$ cat src/rtl/answer_judge.sv
// Player-side round controller: conditions switches and submit button, runs the
// seconds countdown, latches and judges the answer, and keeps score and streak.
`timescale 1ns/1ps
module answer_judge #(
    parameter int TICK_DIV      = 2000000,
    parameter int ROUND_SECS    = 3,
    parameter int DEBOUNCE      = 250000,
    parameter int RESULT_CYCLES = 1000000
) (
    input  logic       clk,
    input  logic       rst,
    input  logic       start,
    input  logic [3:0] target,
    input  logic [3:0] a,
    input  logic       pb_n,
    output logic [3:0] sec,
    output logic       busy,
    output logic       verdict_valid,
    output logic       correct,
    output logic       timeout,
    output logic [3:0] answer,
    output logic [7:0] score,
    output logic [3:0] streak
);

    localparam int PW = $clog2(TICK_DIV + 1);
    localparam int DW = $clog2(DEBOUNCE + 1);
    localparam int RW = $clog2(RESULT_CYCLES + 1);
    localparam logic [PW-1:0] PRESC_MAX = PW'(TICK_DIV - 1);
    localparam logic [DW-1:0] DB_MAX    = DW'(DEBOUNCE - 1);
    localparam logic [RW-1:0] RES_MAX   = RW'(RESULT_CYCLES - 1);
    localparam logic [3:0]    SEC_INIT  = 4'(ROUND_SECS);

    typedef enum logic [1:0] {IDLE, ARMED, JUDGE, RESULT} state_t;

    // ---------------- input conditioning ----------------
    logic [3:0] a_sync;

    genvar gi;
    generate
        for (gi = 0; gi < 4; gi++) begin : g_a_sync
            logic meta_reg;
            logic sync_reg;
            always_ff @(posedge clk or posedge rst) begin
                if (rst) begin
                    meta_reg <= 1'b0;
                    sync_reg <= 1'b0;
                end else begin
                    meta_reg <= a[gi];
                    sync_reg <= meta_reg;
                end
            end
            assign a_sync[gi] = sync_reg;
        end
    endgenerate

    logic          pb_meta_reg;
    logic          pb_sync_reg;
    logic          pb_db_reg;
    logic [DW-1:0] db_cnt_reg;
    logic          db_flip;
    logic          press;

    // The flip fires on the DEBOUNCE-th consecutive cycle of the new level, so the
    // press pulse is combinational and the FSM consumes it on that same edge.
    assign db_flip = (pb_sync_reg != pb_db_reg) && (db_cnt_reg == DB_MAX);
    assign press   = db_flip && !pb_sync_reg;

    always_ff @(posedge clk or posedge rst) begin
        if (rst) begin
            pb_meta_reg <= 1'b1;
            pb_sync_reg <= 1'b1;
            pb_db_reg   <= 1'b1;
            db_cnt_reg  <= '0;
        end else begin
            pb_meta_reg <= pb_n;
            pb_sync_reg <= pb_meta_reg;
            if (pb_sync_reg == pb_db_reg) begin
                db_cnt_reg <= '0;
            end else if (db_flip) begin
                pb_db_reg  <= pb_sync_reg;
                db_cnt_reg <= '0;
            end else begin
                db_cnt_reg <= db_cnt_reg + DW'(1);
            end
        end
    end

    // ---------------- round FSM ----------------
    state_t        state_reg, state_next;
    logic [3:0]    target_reg, target_next;
    logic [3:0]    sec_reg, sec_next;
    logic [PW-1:0] presc_reg, presc_next;
    logic [3:0]    answer_reg, answer_next;
    logic          correct_reg, correct_next;
    logic          timeout_reg, timeout_next;
    logic [7:0]    score_reg, score_next;
    logic [3:0]    streak_reg, streak_next;
    logic [RW-1:0] res_cnt_reg, res_cnt_next;
    logic          verdict_reg, verdict_next;
    logic          busy_reg, busy_next;
    logic          tick;

    assign tick = (presc_reg == PRESC_MAX);

    always_ff @(posedge clk or posedge rst) begin
        if (rst) begin
            state_reg   <= IDLE;
            target_reg  <= '0;
            sec_reg     <= '0;
            presc_reg   <= '0;
            answer_reg  <= '0;
            correct_reg <= 1'b0;
            timeout_reg <= 1'b0;
            score_reg   <= '0;
            streak_reg  <= '0;
            res_cnt_reg <= '0;
            verdict_reg <= 1'b0;
            busy_reg    <= 1'b0;
        end else begin
            state_reg   <= state_next;
            target_reg  <= target_next;
            sec_reg     <= sec_next;
            presc_reg   <= presc_next;
            answer_reg  <= answer_next;
            correct_reg <= correct_next;
            timeout_reg <= timeout_next;
            score_reg   <= score_next;
            streak_reg  <= streak_next;
            res_cnt_reg <= res_cnt_next;
            verdict_reg <= verdict_next;
            busy_reg    <= busy_next;
        end
    end

    always_comb begin
        state_next   = state_reg;
        target_next  = target_reg;
        sec_next     = sec_reg;
        presc_next   = presc_reg;
        answer_next  = answer_reg;
        correct_next = correct_reg;
        timeout_next = timeout_reg;
        score_next   = score_reg;
        streak_next  = streak_reg;
        res_cnt_next = res_cnt_reg;
        verdict_next = 1'b0;

        case (state_reg)
            IDLE: begin
                if (start) begin
                    state_next   = ARMED;
                    target_next  = target;
                    sec_next     = SEC_INIT;
                    presc_next   = '0;
                    correct_next = 1'b0;
                    timeout_next = 1'b0;
                end
            end
            ARMED: begin
                presc_next = tick ? '0 : presc_reg + PW'(1);
                if (tick) begin
                    sec_next = sec_reg - 4'd1;
                end
                // A press landing on the final tick beats the timeout.
                if (press) begin
                    answer_next  = a_sync;
                    timeout_next = 1'b0;
                    state_next   = JUDGE;
                end else if (tick && (sec_reg <= 4'd1)) begin
                    answer_next  = a_sync;
                    timeout_next = 1'b1;
                    state_next   = JUDGE;
                end
            end
            JUDGE: begin
                if ((answer_reg == target_reg) && !timeout_reg) begin
                    correct_next = 1'b1;
                    if (score_reg != 8'hFF) begin
                        score_next = score_reg + 8'd1;
                    end
                    if (streak_reg != 4'hF) begin
                        streak_next = streak_reg + 4'd1;
                    end
                end else begin
                    correct_next = 1'b0;
                    streak_next  = 4'd0;
                end
                res_cnt_next = '0;
                verdict_next = 1'b1;
                state_next   = RESULT;
            end
            RESULT: begin
                if (res_cnt_reg == RES_MAX) begin
                    state_next = IDLE;
                end else begin
                    res_cnt_next = res_cnt_reg + RW'(1);
                end
            end
            default: state_next = IDLE;
        endcase

        busy_next = (state_next != IDLE);
    end

    assign sec           = sec_reg;
    assign busy          = busy_reg;
    assign verdict_valid = verdict_reg;
    assign correct       = correct_reg;
    assign timeout       = timeout_reg;
    assign answer        = answer_reg;
    assign score         = score_reg;
    assign streak        = streak_reg;

endmodule

$ cat config.mk
export PLATFORM = sky130hd
export DESIGN_NAME = answer_judge
export DESIGN_NICKNAME = d
export VERILOG_FILES = /design/src/rtl/answer_judge.sv
export SDC_FILE = /design/constraint.sdc
export NUM_CORES = 1
export LEC_CHECK = 0
export ABC_AREA = 1
export CORE_ASPECT_RATIO = 0.9
export CORE_MARGIN = 2
export CORE_UTILIZATION = 64
export DETAILED_ROUTE_END_ITERATION = 6
export PLACE_DENSITY_LB_ADDON = 0.08
export SYNTH_ARGS = -nofsm -noshare
export SYNTH_HDL_FRONTEND = slang
export SYNTH_SLANG_ARGS = --single-unit
$ cat constraint.sdc
create_clock -name clk -period 6.9 [get_ports clk]
set_clock_uncertainty 0.1 [all_clocks]
set_input_delay 1.035 -clock clk [delete_from_list [all_inputs] [get_ports clk]]
set_output_delay 1.035 -clock clk [all_outputs]
set_load 0.005 [all_outputs]
==> results.sh <==
export IMPL_async_flop_share_pct=100
export IMPL_synth_edff_count=0
export IMPL_yosysTopAreaCell="dfrtp_1"
export IMPL_fill_cells=700
export IMPL_ys_seq_elements=100
export IMPL_viasPerCell=5.48
export IMPL_total_power_mw=1.01
export IMPL_powerDensity_mw_per_mm2=162
export IMPL_start_kind="flip-flop"
export IMPL_cts_buffer_depth=2
export IMPL_status="finished clean"
export IMPL_slew_violations=0
export IMPL_drive_above_1_share_pct=9.35
export IMPL_die_x_um=102
export IMPL_dp_hpwl_um=8920
export IMPL_layout_commonest_cell="nand2_1"
export IMPL_cp_arrival_ns=1.42
export IMPL_drtPass1Iterations=5
export IMPL_hold_depth=0
export IMPL_cp_depth=1
export IMPL_wl_per_cell_um=13.7
export IMPL_synth_nets=748
export IMPL_met1_usage_pct=39.2
export IMPL_die_area_mm2=0.00949
export IMPL_num_io_pins=36
export IMPL_setup_viol=0
export IMPL_grt_pass1_vias=4656
export IMPL_grt_use_met2_pct=44.8
export IMPL_peakVddDrop_uv=107
export IMPL_slew_headroom_pct=29.0
export IMPL_fmax_ghz=0.392
export IMPL_crit_family="buffers and inverters"
export IMPL_slowest_delay_ns=0.57
export IMPL_clock_sinks=100
export IMPL_ant_nets=0
export IMPL_ctsHoldBuffers=0
export IMPL_std_cell_rows=32
export IMPL_cts_buffers=9
export IMPL_setup_worst_path_class="reg2out"
export IMPL_core_area_mm2=0.00853
export IMPL_ys_warn_count=0
export IMPL_cp_cell_sequence="clkdlybuf4s50_1"
export IMPL_cp_max_fo=6
export IMPL_numPortBuffers=35
export IMPL_gr_usage_met3_pct=6.26
export IMPL_synth_cells=729
export IMPL_synth_top_area_share_pct=43.4
export IMPL_hp_class="reg2reg"
export IMPL_h_tree_depth=3
export IMPL_reg2regPathDepth=10
export IMPL_gp_congestion=0.925
export IMPL_antenna_cells=0
export IMPL_worstPathRequired_ns=5.76
export IMPL_largest_reg_flops=21
export IMPL_cp_num_buf_inv=1
export IMPL_routed_wl_um=12200
export IMPL_layout_common_cells="nand2_1, dfrtp_1, nor2_1"
export IMPL_grt_usage_pct=28.5
export IMPL_ys_seq_area_share_pct=44.9
export IMPL_finalSetupTns_ns=0
export IMPL_synth_area_leaders="dfrtp_1, nand2_1, nand3_1, nor2_1, inv_1"
export IMPL_drtIter0Drc=240
export IMPL_synthToLayoutAreaGrowth_pct=11.6
export IMPL_end_kind="output pin"
export IMPL_grt_max_degree=87
export IMPL_cts_tree="yes"
export IMPL_period_needed_ns=2.55
export IMPL_cts_resized=0
export IMPL_route_detailed_drc=0
export IMPL_cap_violations=0
export IMPL_tightest_slew_ns=1.07
export IMPL_fp_dieH_um=92.6
export IMPL_top_usage_layer="met2"
export IMPL_synthDistinctLibCells=35
export IMPL_overflow=0
export IMPL_leakage_nw=2.76
export IMPL_antenna_found_initial=0
export IMPL_clock_root_buffer="clkbuf_8"
export IMPL_slowest_stage="clkdlybuf4s50_1"
export IMPL_hold_violations=0
export IMPL_synth_cell_area_mm2=0.00559
export IMPL_post_cts_buffers=0
export IMPL_start_util_pct=65.5
export IMPL_via_count=4873
export IMPL_period_share_pct=37.0
export IMPL_syn_area_per_cell_um2=7.66
export IMPL_clk_pin_slew_ns=0.10
export IMPL_grt_first_pass_wirelength_um=21200
export IMPL_clkLatencyLatePin_ns=0.38
export IMPL_rsz0062_at_grt="no"
export IMPL_synth_main_ff_cell="dfrtp_1"
export IMPL_num_nets_final=784
export IMPL_reg2reg_slack_ns=4.63
## routing by layer
metal  part of all wire [%]  wire, um
met1                     46      5610
met2                     46      5630
met3                    6.3       766
met4                    1.8       217
met5                      0         0
## final cells by class
type                    count  area (um2)  share of cell area [%]
multi-input cells         535        2700                    43.3
clock inverters             6        72.6                    1.16
clock buffers              10         138                    2.21
inverters                  83         314                    5.04
well taps                 119         149                    2.39
repair buffers             36         358                    5.74
flip-flops and latches    100        2510                    40.2
## path summary, 6_finish.rpt
path                                 startpoint                   end
setup reg to reg                 res_cnt_reg[0]                  busy
hold / removal             g_a_sync[0].meta_reg  g_a_sync[0].sync_reg
max in group asynchronous                   rst          state_reg[1]
setup / recovery                       score[3]              score[3]
min in group asynchronous                   rst  g_a_sync[0].meta_reg
hold reg to reg            g_a_sync[0].meta_reg  g_a_sync[0].sync_reg
## through the flow
step	utilization, %	hold slack [ns]	worst slack, ns	cell area (um2)	instances
after global routing	73.1	0.268	4.28	6240	889
after floorplan	-	0.231	3.15	5590	729
after global placement	70.7	0.234	4.11	6030	873
final	73.1	0.257	4.35	6240	889
after CTS	73.1	0.259	4.34	6240	889
after detailed placement	70.7	0.240	4.05	6030	873
## where the power goes
part           internal, mW  total [mW]  switching [mW]
registers             0.590       0.593         0.00269
clock network         0.180       0.391           0.210
logic               0.00754      0.0237          0.0161
## Yosys cell counts (all sizes together), types with 6 or more instances
library cell	n
buf	9
dfrtp	97
ha	7
inv	83
nand2	206
nand3	79
nand4	26
nor2	98
nor3	21
o21ai	42
o22ai	9
xnor2	6
xor2	25
## logic make-up after synthesis
family / synth area share [%]
xor gates and xnor gates: 4.86
and+or+nand+nor: 35.0
buffers and inverters: 6.83
DFF: 44.9
AOI/OAI and AO/OA: 6.85
adders and majority gates: 1.57
## worst register-to-register path: stages, from the launching register on
cell and delay (ns):
dfrtp_1 0.42, ha_1 0.23, nand2_1 0.10, nor2_2 0.19, inv_2 0.08, nor2_4 0.12
nand3_1 0.12, nand2_2 0.31, inv_2 0.23, nor2_1 0.17, nand3_1 0.09
No activity file was read; power rests on OpenSTA's default activity.
